`config.mk`:
```
export PLATFORM = sky130hd
export DESIGN_NAME = mul_div_ctrl
export DESIGN_NICKNAME = d
export VERILOG_FILES = /design/src/rtl/mips_md_pkg.sv /design/src/rtl/md_step.sv /design/src/rtl/mul_div_ctrl.sv
export SDC_FILE = /design/constraint.sdc
export NUM_CORES = 1
export LEC_CHECK = 0
export ABC_CLOCK_PERIOD_IN_PS = 9150
export CORE_UTILIZATION = 63
export DETAILED_ROUTE_END_ITERATION = 16
export GPL_TIMING_DRIVEN = 1
export HOLD_SLACK_MARGIN = 0.08
export PLACE_DENSITY_LB_ADDON = 0.25
export SETUP_SLACK_MARGIN = 0.05
export SLEW_MARGIN = 40
export SYNTH_ARGS = -nofsm -noshare
export SYNTH_HDL_FRONTEND = slang
export SYNTH_HIERARCHICAL = 1
export SYNTH_SLANG_ARGS = --single-unit
```
`constraint.sdc`:
```
create_clock -name clk -period 9.15 [get_ports clk]
set_input_delay 0.915 -clock clk [delete_from_list [all_inputs] [get_ports clk]]
set_output_delay 0.915 -clock clk [all_outputs]
set_load 0.03 [all_outputs]
```
`src/rtl/mips_md_pkg.sv`:
```
// Shared definitions for the MIPS HI/LO multiply/divide sequencer.
//   - md_op_e    : operation encodings carried on the op port
//   - md_state_e : controller states
//   - MD_FIX_CYCLES / md_done_latency : cycles from start to done
package mips_md_pkg;

    typedef enum logic [1:0] {
        OP_MULT  = 2'b00,
        OP_MULTU = 2'b01,
        OP_DIV   = 2'b10,
        OP_DIVU  = 2'b11
    } md_op_e;

    typedef enum logic [1:0] {
        StIdle = 2'b00,
        StCalc = 2'b01,
        StFix  = 2'b10
    } md_state_e;

    // Cycles spent in the sign-fix state after the iterations finish.
    localparam int unsigned MD_FIX_CYCLES = 1;

    // Edges from the start edge to the HI/LO write edge.
    function automatic int unsigned md_done_latency(input int unsigned width);
        return width + MD_FIX_CYCLES;
    endfunction

endpackage

```
`src/rtl/md_step.sv`:
```
// One iteration of an unsigned shift-add multiply or restoring divide.
//   is_div   : 1 = divide step, 0 = multiply step
//   acc      : multiply: running product high half; divide: partial remainder
//   mq       : multiply: multiplier / product low half; divide: dividend / quotient
//   operand  : multiply: multiplicand magnitude; divide: divisor magnitude
//   acc_next : next accumulator
//   mq_next  : next multiplier/quotient register
module md_step #(
    parameter int unsigned WIDTH = 32
) (
    input  logic             is_div,
    input  logic [WIDTH-1:0] acc,
    input  logic [WIDTH-1:0] mq,
    input  logic [WIDTH-1:0] operand,
    output logic [WIDTH-1:0] acc_next,
    output logic [WIDTH-1:0] mq_next
);

    logic [WIDTH:0] sum;
    logic [WIDTH:0] shifted;
    logic [WIDTH:0] diff;
    logic           qbit;

    always_comb begin
        sum     = {1'b0, acc} + (mq[0] ? {1'b0, operand} : '0);
        shifted = {acc, mq[WIDTH-1]};
        diff    = shifted - {1'b0, operand};
        qbit    = (shifted >= {1'b0, operand});

        if (is_div) begin
            // Both branches fit in WIDTH bits: the remainder stays below the divisor.
            acc_next = qbit ? diff[WIDTH-1:0] : shifted[WIDTH-1:0];
            mq_next  = {mq[WIDTH-2:0], qbit};
        end else begin
            // Carry of the add shifts into the high half, LSB into the low half.
            acc_next = sum[WIDTH:1];
            mq_next  = {sum[0], mq[WIDTH-1:1]};
        end
    end

endmodule

```
`src/rtl/mul_div_ctrl.sv`:
```
// Iterative MULT/MULTU/DIV/DIVU sequencer owning the HI/LO registers.
//   clk, rst_n        : clock, asynchronous active-low reset
//   start, op         : issue strobe and operation (sampled only in idle)
//   src_a, src_b      : multiplicand/dividend, multiplier/divisor
//   mthi, mtlo        : direct HI/LO writes of mt_data (idle only)
//   mf_req            : EX holds an MFHI/MFLO
//   hi, lo            : architectural HI/LO
//   busy              : operation in flight (registered)
//   done              : one-cycle pulse after HI/LO were written by mul/div
//   stall             : hazard-unit stall request
module mul_div_ctrl
    import mips_md_pkg::*;
#(
    parameter int unsigned WIDTH = 32,
    parameter int unsigned CNT_W = 6
) (
    input  logic             clk,
    input  logic             rst_n,
    input  logic             start,
    input  logic [1:0]       op,
    input  logic [WIDTH-1:0] src_a,
    input  logic [WIDTH-1:0] src_b,
    input  logic             mthi,
    input  logic             mtlo,
    input  logic [WIDTH-1:0] mt_data,
    input  logic             mf_req,
    output logic [WIDTH-1:0] hi,
    output logic [WIDTH-1:0] lo,
    output logic             busy,
    output logic             done,
    output logic             stall
);

    localparam int unsigned CalcSteps = md_done_latency(WIDTH) - MD_FIX_CYCLES;

    md_state_e        state_q, state_d;
    logic [CNT_W-1:0] cnt_q, cnt_d;
    logic             is_div_q, is_div_d;
    logic             div0_q, div0_d;
    logic             sgn_ab_q, sgn_ab_d;
    logic             sgn_a_q, sgn_a_d;
    logic [WIDTH-1:0] acc_q, acc_d;
    logic [WIDTH-1:0] mq_q, mq_d;
    logic [WIDTH-1:0] opnd_q, opnd_d;
    logic [WIDTH-1:0] hi_q, hi_d;
    logic [WIDTH-1:0] lo_q, lo_d;
    logic             busy_q, busy_d;
    logic             done_q, done_d;

    logic [WIDTH-1:0] acc_step, mq_step;

    // Operand magnitudes after sign extension to WIDTH+1 bits.
    logic             op_signed;
    logic             op_div;
    logic [WIDTH:0]   a_ext, b_ext;
    logic [WIDTH:0]   a_mag, b_mag;

    // Sign-fixed results.
    logic [2*WIDTH-1:0] prod, prod_fix;
    logic [WIDTH-1:0]   quo_fix, rem_fix;

    md_step #(
        .WIDTH (WIDTH)
    ) u_step (
        .is_div   (is_div_q),
        .acc      (acc_q),
        .mq       (mq_q),
        .operand  (opnd_q),
        .acc_next (acc_step),
        .mq_next  (mq_step)
    );

    always_comb begin
        op_signed = (op == OP_MULT) || (op == OP_DIV);
        op_div    = (op == OP_DIV) || (op == OP_DIVU);
        a_ext     = {op_signed & src_a[WIDTH-1], src_a};
        b_ext     = {op_signed & src_b[WIDTH-1], src_b};
        a_mag     = a_ext[WIDTH] ? (~a_ext + 1'b1) : a_ext;
        b_mag     = b_ext[WIDTH] ? (~b_ext + 1'b1) : b_ext;

        prod      = {acc_q, mq_q};
        prod_fix  = sgn_ab_q ? (~prod + 1'b1) : prod;
        quo_fix   = sgn_ab_q ? (~mq_q + 1'b1) : mq_q;
        rem_fix   = sgn_a_q ? (~acc_q + 1'b1) : acc_q;
    end

    always_comb begin
        state_d  = state_q;
        cnt_d    = cnt_q;
        is_div_d = is_div_q;
        div0_d   = div0_q;
        sgn_ab_d = sgn_ab_q;
        sgn_a_d  = sgn_a_q;
        acc_d    = acc_q;
        mq_d     = mq_q;
        opnd_d   = opnd_q;
        hi_d     = hi_q;
        lo_d     = lo_q;
        done_d   = 1'b0;

        unique case (state_q)
            StIdle: begin
                if (start) begin
                    // start wins over a simultaneous mthi/mtlo
                    is_div_d = op_div;
                    div0_d   = op_div && (src_b == '0);
                    sgn_ab_d = a_ext[WIDTH] ^ b_ext[WIDTH];
                    sgn_a_d  = a_ext[WIDTH];
                    acc_d    = '0;
                    mq_d     = op_div ? a_mag[WIDTH-1:0] : b_mag[WIDTH-1:0];
                    opnd_d   = op_div ? b_mag[WIDTH-1:0] : a_mag[WIDTH-1:0];
                    cnt_d    = CNT_W'(CalcSteps);
                    state_d  = StCalc;
                end else begin
                    if (mthi) hi_d = mt_data;
                    if (mtlo) lo_d = mt_data;
                end
            end
            StCalc: begin
                acc_d = acc_step;
                mq_d  = mq_step;
                cnt_d = cnt_q - 1'b1;
                if (cnt_q == CNT_W'(1)) state_d = StFix;
            end
            StFix: begin
                if (is_div_q) begin
                    // With a zero divisor every step subtracts nothing, so the
                    // remainder ends as |src_a| and its sign fix restores src_a
                    // exactly; only the quotient bypasses its fix.
                    hi_d = rem_fix;
                    lo_d = div0_q ? '1 : quo_fix;
                end else begin
                    hi_d = prod_fix[2*WIDTH-1:WIDTH];
                    lo_d = prod_fix[WIDTH-1:0];
                end
                done_d  = 1'b1;
                state_d = StIdle;
            end
            default: state_d = StIdle;
        endcase

        busy_d = (state_d != StIdle);
    end

    always_ff @(posedge clk or negedge rst_n) begin
        if (!rst_n) begin
            state_q  <= StIdle;
            cnt_q    <= '0;
            is_div_q <= 1'b0;
            div0_q   <= 1'b0;
            sgn_ab_q <= 1'b0;
            sgn_a_q  <= 1'b0;
            acc_q    <= '0;
            mq_q     <= '0;
            opnd_q   <= '0;
            hi_q     <= '0;
            lo_q     <= '0;
            busy_q   <= 1'b0;
            done_q   <= 1'b0;
        end else begin
            state_q  <= state_d;
            cnt_q    <= cnt_d;
            is_div_q <= is_div_d;
            div0_q   <= div0_d;
            sgn_ab_q <= sgn_ab_d;
            sgn_a_q  <= sgn_a_d;
            acc_q    <= acc_d;
            mq_q     <= mq_d;
            opnd_q   <= opnd_d;
            hi_q     <= hi_d;
            lo_q     <= lo_d;
            busy_q   <= busy_d;
            done_q   <= done_d;
        end
    end

    assign hi    = hi_q;
    assign lo    = lo_q;
    assign busy  = busy_q;
    assign done  = done_q;
    assign stall = busy_q & (start | mf_req | mthi | mtlo);

endmodule
```
==> out/metrics.cfg, run 1 <==
[outcome]
status=complete, no violations

[logic_synthesis]
syn-cell-area_um2=15320
seq_area_frac_synth=0.2842
syn_inst=1873
ys_types=93
syn_avg_cell_area_um2=8.179
async_flop_share=1.000
synth_edf_count=0
yosys_warnings=6
ys.flop_type=dfrtp_1
ys_ff_latch=174
synth_nets=2049

[detailed_routing]
drtAntennaViolNets=0
routed_wl_um=53520
drc=0
top_layer=met4
met1Wirelength_um=21290
met2_length_um=23510
drt-initial-drc-count=2078
vias=16060
wire_per_inst_um=23.21
route.met3.wl_um=5663
dr.pass1.iters=6
routed_via_density=6.965

[timing]
fin_crit_ns=4.102
hold_ws_ns=0.4730
rsz0062_at_grt=no
setup_viol=0
worst_pin_slew_ns=0.9018
post-route-period-util=0.4483
timing.fmax_mhz=243.8
tns_ns=0
hold_viol=0
relSlewSlack=0.3943
report.final.slew_viol_count=0
fin_skew_ns=0.01680

[critical_path]
r2r_end=acc_q[16]$_DFFE_PN0P_
critical_path.max_fanout=36
cp.required_ns=9.48
critPathArrivalTime_ns=4.43
crit_slowest_cell=dfrtp_1
timing.rr.start=acc_q[6]$_DFFE_PN0P_
cp-start-kind=flop
end_kind=flop
critPathMaxStageDelay_ns=0.55
reg2regPathDepth=12
crit_type=flop to flop
r2r_slack_ns=5.05
crit_chain=ha_1 -> nand4_2 -> nor4_1 -> a311o_1 -> o21bai_4 -> o22ai_2 -> nor2_4 -> buf_4 -> mux2_4 -> nand2_1 -> o21ai_1 -> a22o_1

[clock_network]
cts_setup_buffers=0
cts.clk_slew.worst_paths_ns=0.08
cts.sink_count=174
clockBufferDepth=2
cts_tree=yes
ctsHoldBuffers=0
clk_latency_ns=0.44
cts_buffers=17
cts_resized=0
cts.htree.levels=4
root_buffer=clkbuf_16

[global_routing]
antenna_found_initial=0
grt_first_pass_wirelength_um=81210
grt_pass1_vias=14550
grt_max_degree=86
grt_usage=0.4281
grt_overflow=0

[placement]
dpl.hpwl_um=40060
dpl.cell_count=2274
place.gp.congestion=1.025
portBuffers=170

[layout]
multiInputGateArea_um2=10280
final_util=0.7494
final_cells=2306
final_nets=2150
syn2layout_area_growth_pct=15.86
antennaDiodeCount=0
drive_above_1_share=0.06895
regArea_um2=4359
fillers=1844

[die]
num_io_pins=171
fp.coreArea_um2=23680
die_h_um=157.9
dieWidth_um=157.9
num_rows=56
die_area_um2=24940
start_util=0.6468

[power]
pwr_density_cell_nw_per_um2=445.3
ir_worst_vdd_uv=213.4
p_total_w=0.007904
power.leakage_nw=7.357

[run]
drv_cap=0

[min_path]
hold_class=input pin to async pin

[layout make-up]
cell class | count | share of cell area
Sequential cell | 174 | 0.2456
Timing Repair Buffer | 187 | 0.1033
Inverter | 70 | 0.01480
Clock buffer | 19 | 0.02439
Clock inverter | 13 | 0.009940
Multi-Input combinational cell | 1524 | 0.5795
Tap cell | 319 | 0.02249
[synthesized netlist by cell type, types with 38 or more instances]
| library cell | instances | area, um2 |
|---|---|---|
| a21oi_1 | 134 | 670.6 |
| a22oi_1 | 44 | 330.3 |
| clkbuf_1 | 79 | 296.5 |
| dfrtp_1 | 174 | 4354 |
| ha_1 | 70 | 875.8 |
| inv_1 | 69 | 259.0 |
| mux2i_1 | 39 | 390.4 |
| nand2_1 | 157 | 589.3 |
| nor2_1 | 159 | 596.8 |
| nor3_1 | 60 | 300.3 |
| o21ai_0 | 136 | 680.7 |
| o22ai_1 | 38 | 237.7 |
| xnor2_1 | 90 | 788.3 |
| xor2_1 | 63 | 551.8 |
[flip-flops by register name, indices dropped and copies added, names as in the netlist, 2 cells and up]
register	cells
acc_q	32
hi	32
lo	32
mq_q	32
opnd_q	32
cnt_q	6
state_q	2
[power by group]
group | leakage, nW | internal, W | switching [W] | total, W
clock | 0.287 | 0.000437 | 0.000349 | 0.000786
sequential | 2.14 | 0.00115 | 0.000652 | 0.00180
combinational | 4.93 | 0.00222 | 0.00309 | 0.00532
[critical path, delay by kind of cell (launching register included)]
kind,cells,cell delay [ns]
buffers and inverters,1,0.49
AND/OR/NAND/NOR,4,1.13
adder cells (fa/ha/maj),1,0.49
multiplexers,1,0.34
flip-flops,1,0.55
AO/OA/AOI/OAI,5,0.96
[through the flow]
stage / setup slack [ns] / cell area, um2
floorplan: 5.694 / 15320
global route: 4.989 / 17750
finish: 5.048 / 17750
detailed placement: 5.193 / 17110
global placement: 5.132 / 17100
CTS: 5.188 / 17720
[how the worst max path moves through the flow]
stage | start | end | cells after the start
2_1_floorplan | mq_q[0]$_DFFE_PN0P_ | acc_q[31]$_DFFE_PN0P_ | 14
3_3_place_gp | op[1] | opnd_q[14]$_DFFE_PN0P_ | 5
3_5_place_dp | mq_q[0]$_DFFE_PN0P_ | acc_q[31]$_DFFE_PN0P_ | 13
4_1_cts | mq_q[0]$_DFFE_PN0P_ | acc_q[31]$_DFFE_PN0P_ | 13
5_1_grt | mq_q[0]$_DFFE_PN0P_ | acc_q[31]$_DFFE_PN0P_ | 13
6_report | acc_q[6]$_DFFE_PN0P_ | acc_q[16]$_DFFE_PN0P_ | 12
[layout by cell type, fill, tap and decap left out, types with 13 or more instances in the layout]
master	n
xnor2_1	90
a22oi_1	44
nor3_1	60
nand2_1	156
o211ai_1	25
nand3_1	28
a22o_1	33
clkdlybuf4s50_1	168
ha_1	70
clkbuf_16	17
or4_1	16
o31ai_1	23
nor2_1	159
and2_1	37
a21o_1	27
o21ai_0	136
a211oi_1	18
o22ai_1	38
xor2_1	63
nor4_1	24
a31oi_1	18
mux2_2	34
dfrtp_1	172
o41ai_1	13
a21oi_1	133
mux2i_1	39
or3_1	16
inv_1	68
o221ai_1	22
o21ai_1	17
buf_4	15
nand4_1	21
[routing by layer]
metal / vias to the layer above / global-route usage
met5: - / 0
met4: 0 / 0.2395
met3: 193 / 0.07857
met2: 1082 / 0.6549
met1: 7593 / 0.5706
li1: 7193 / -
[cells by family (layout without fill, tap and decap cells)]
kind of cell / after synthesis / count (layout) / share of synthesized area
buf+inv: 175 / 289 / 0.04819
simple gates: 587 / 587 / 0.1885
compound gates: 637 / 637 / 0.2793
xor+xnor: 153 / 153 / 0.08748
flops: 174 / 174 / 0.2842
fa+ha+maj: 72 / 72 / 0.05979
mux: 75 / 75 / 0.05244
Note: power is estimated with default switching activity, not from simulation.
==> run 2, diff against run 1 <==
ABC_CLOCK_PERIOD_IN_PS = 3800   (was 9150)
CORE_UTILIZATION = 58   (was 63)
clock period = 3.8 ns   (was 9.15 ns; I/O delays follow)
==> out/metrics.cfg, run 2 (synthesized netlist as in run 1, its figures left out) <==
[layout]
most-common-layout-cells=173 x dfrtp_1, 169 x clkdlybuf4s50_1, 158 x nor2_1, 156 x nand2_1, 136 x o21ai_0
final_util=0.7053  ; -0.04415
syn2layout_area_growth_pct=19.64
final_common_cell=dfrtp_1
final_cells=2387  ; +3.5%
final_nets=2209  ; +2.7%
drive_above_1_share=0.09433  ; +0.02538

[die]
die_area_um2=27070  ; +8.5%
dieWidth_um=164.5  ; +4.2%
num_io_pins=171  ; unchanged
start_util=0.5895  ; -0.05731
fp.coreArea_um2=25980  ; +9.7%
die_h_um=164.5  ; +4.2%
num_rows=59  ; +5.4%

[critical_path]
critPathMaxStageDelay_ns=0.40  ; -0.15 ns
cp-start-kind=flop
r2r_end=acc_q[29]$_DFFE_PN0P_
worst_path_most_repeated_cell=a21oi_1
reg2regPathDepth=13  ; +1
critical_path.max_fanout=13  ; -64%
timing.rr.start=mq_q[0]$_DFFE_PN0P_
r2r_slack_ns=0.20  ; -4.85 ns
end_kind=flop
crit_chain=buf_4 -> and2_1 -> ha_1 -> a21oi_1 -> o221ai_1 -> nor3_2 -> nor3_1 -> o221a_2 -> a221o_1 -> a311o_1 -> a21oi_1 -> a21oi_1 -> a22o_1
crit_slowest_cell=dfrtp_1
critPathArrivalTime_ns=3.94  ; -0.49 ns
crit_type=flop to flop
cp.required_ns=4.13  ; -5.35 ns

[timing]
post-route-period-util=0.9483  ; +0.5000
worst_pin_slew_ns=0.8702  ; -0.03161 ns
hold_viol=0  ; unchanged
rsz0062_at_grt=no
report.final.slew_viol_count=0  ; unchanged
setup_viol=0  ; unchanged
tns_ns=0  ; unchanged
fin_crit_ns=3.603  ; -0.4981 ns
fin_skew_ns=0.02388  ; +0.007079 ns
timing.fmax_mhz=277.5  ; +14%
relSlewSlack=0.4179  ; +0.02362

[clock_network]
cts_buffers=17  ; unchanged
cts_setup_buffers=0  ; unchanged
clockBufferDepth=2  ; unchanged
cts.clk_slew.worst_paths_ns=0.09  ; about the same
cts_tree=yes
cts.htree.levels=4  ; unchanged
root_buffer=clkbuf_16
clk_latency_ns=0.45  ; about the same
cts.sink_count=174  ; unchanged

[detailed_routing]
wire_per_inst_um=24.17  ; +4.1%
dr.pass1.iters=8  ; +2
routed_wl_um=57680  ; +7.8%
drc=0  ; unchanged
top_layer=met5
vias=16270  ; +1.3%
route.met3.wl_um=5788  ; +2.2%
drt-initial-drc-count=1773  ; -15%
met1Wirelength_um=22610  ; +6.2%
met2_length_um=25340  ; +7.8%
routed_via_density=6.817  ; -2.1%
drtAntennaViolNets=0  ; unchanged

[global_routing]
grt_pass1_vias=15080  ; +3.7%
antenna_found_initial=5  ; +5
grt_max_degree=84  ; -2.3%
grt_usage=0.4246  ; -0.003542
grt_first_pass_wirelength_um=86390  ; +6.4%
grt_overflow=0  ; unchanged

[power]
ir_worst_vdd_uv=749.4  ; +250%
power.leakage_nw=7.691  ; +4.5%
pwr_density_cell_nw_per_um2=1077  ; +140%

[min_path]
worstHoldPathCells=2
worstHoldStart=lo[17]$_DFFE_PN0P_
holdPathEnd=lo[17]$_DFFE_PN0P_
hold_class=flop to flop

[run]
drv_cap=0  ; unchanged

[placement]
dpl.cell_count=2346  ; +3.2%
dpl.hpwl_um=44600  ; +11%
portBuffers=170  ; unchanged
place.gp.congestion=1.114  ; +8.8%

[outcome]
status=complete, no violations

==> run 2: changes by cell type in the layout (fill, tap and decap cells not counted), moves of 2 or more <==
cell,previous run,this run
buf_4,15,70
diode_2,0,6
clkinv_8,0,5
buf_12,0,3
buf_6,3,0
inv_8,1,4
buf_16,0,2
bufinv_16,3,1
clkbuf_1,2,0
clkinvlp_4,3,1
inv_6,4,2
==> run 2: layout make-up <==
cell class,instances,area (um2)
Clock inverter,15,206.4
Multi-Input combinational cell,1524,10280
Clock buffer,17,425.4
Fill cell,2118,7659
Sequential cell,174,4358
Inverter,70,262.8
Antenna cell,6,15.01
Tap cell,335,419.2
Timing Repair Buffer,246,2356
==> run 2: critical path: cells and delay by family (launching register included) <==
family / cells / cell delay (ns)
simple gates: 3 / 0.57
compound gates: 8 / 1.98
fa+ha+maj: 1 / 0.36
buf+inv: 1 / 0.18
flops: 1 / 0.40
==> run 2: power by group <==
group | leakage, nW | switching [W] | internal [W]
registers | 2.14 | 0.00127 | 0.00277
clock network | 0.303 | 0.000954 | 0.000964
logic | 5.25 | 0.00796 | 0.00581
total | 7.69 | 0.0102 | 0.00954
==> run 2: what timing repair did <==
| action | CTS | global route |
|---|---|---|
| hold buffers | 1 | 0 |
| resized for setup | 0 | 3 |
| setup endpoints to repair | 0 | 8 |
| hold endpoints to repair | 79 | 0 |
==> run 2: through the flow <==
step	hold WS (ns)	area (um2)	setup WS, ns	power, W
after floorplan	0.08441	15320	0.3443	0.01308
after global placement	0.4575	17570	0.2411	0.01688
after detailed placement	0.4651	17580	0.2046	0.01721
after CTS	0.4856	18220	0.1791	0.01919
after global routing	0.5124	18320	0.07294	0.02087
final	0.4826	18330	0.1966	0.01973
==> run 2: worst max path at each step <==
stage,startpoint,to,cells after the start
6_report,mq_q[0]$_DFFE_PN0P_,acc_q[29]$_DFFE_PN0P_,13
5_1_grt,mq_q[31]$_DFFE_PN0P_,acc_q[20]$_DFFE_PN0P_,14
4_1_cts,mq_q[0]$_DFFE_PN0P_,acc_q[31]$_DFFE_PN0P_,13
3_5_place_dp,mq_q[0]$_DFFE_PN0P_,acc_q[31]$_DFFE_PN0P_,13
3_3_place_gp,mq_q[0]$_DFFE_PN0P_,acc_q[31]$_DFFE_PN0P_,13
2_1_floorplan,mq_q[0]$_DFFE_PN0P_,acc_q[31]$_DFFE_PN0P_,14
==> run 2: routing by layer <==
layer | global-route usage | vias up
met5 | 0 | -
met4 | 0.2698 | 2
met3 | 0.1057 | 197
met2 | 0.6461 | 998
met1 | 0.5378 | 7762
li1 | - | 7313
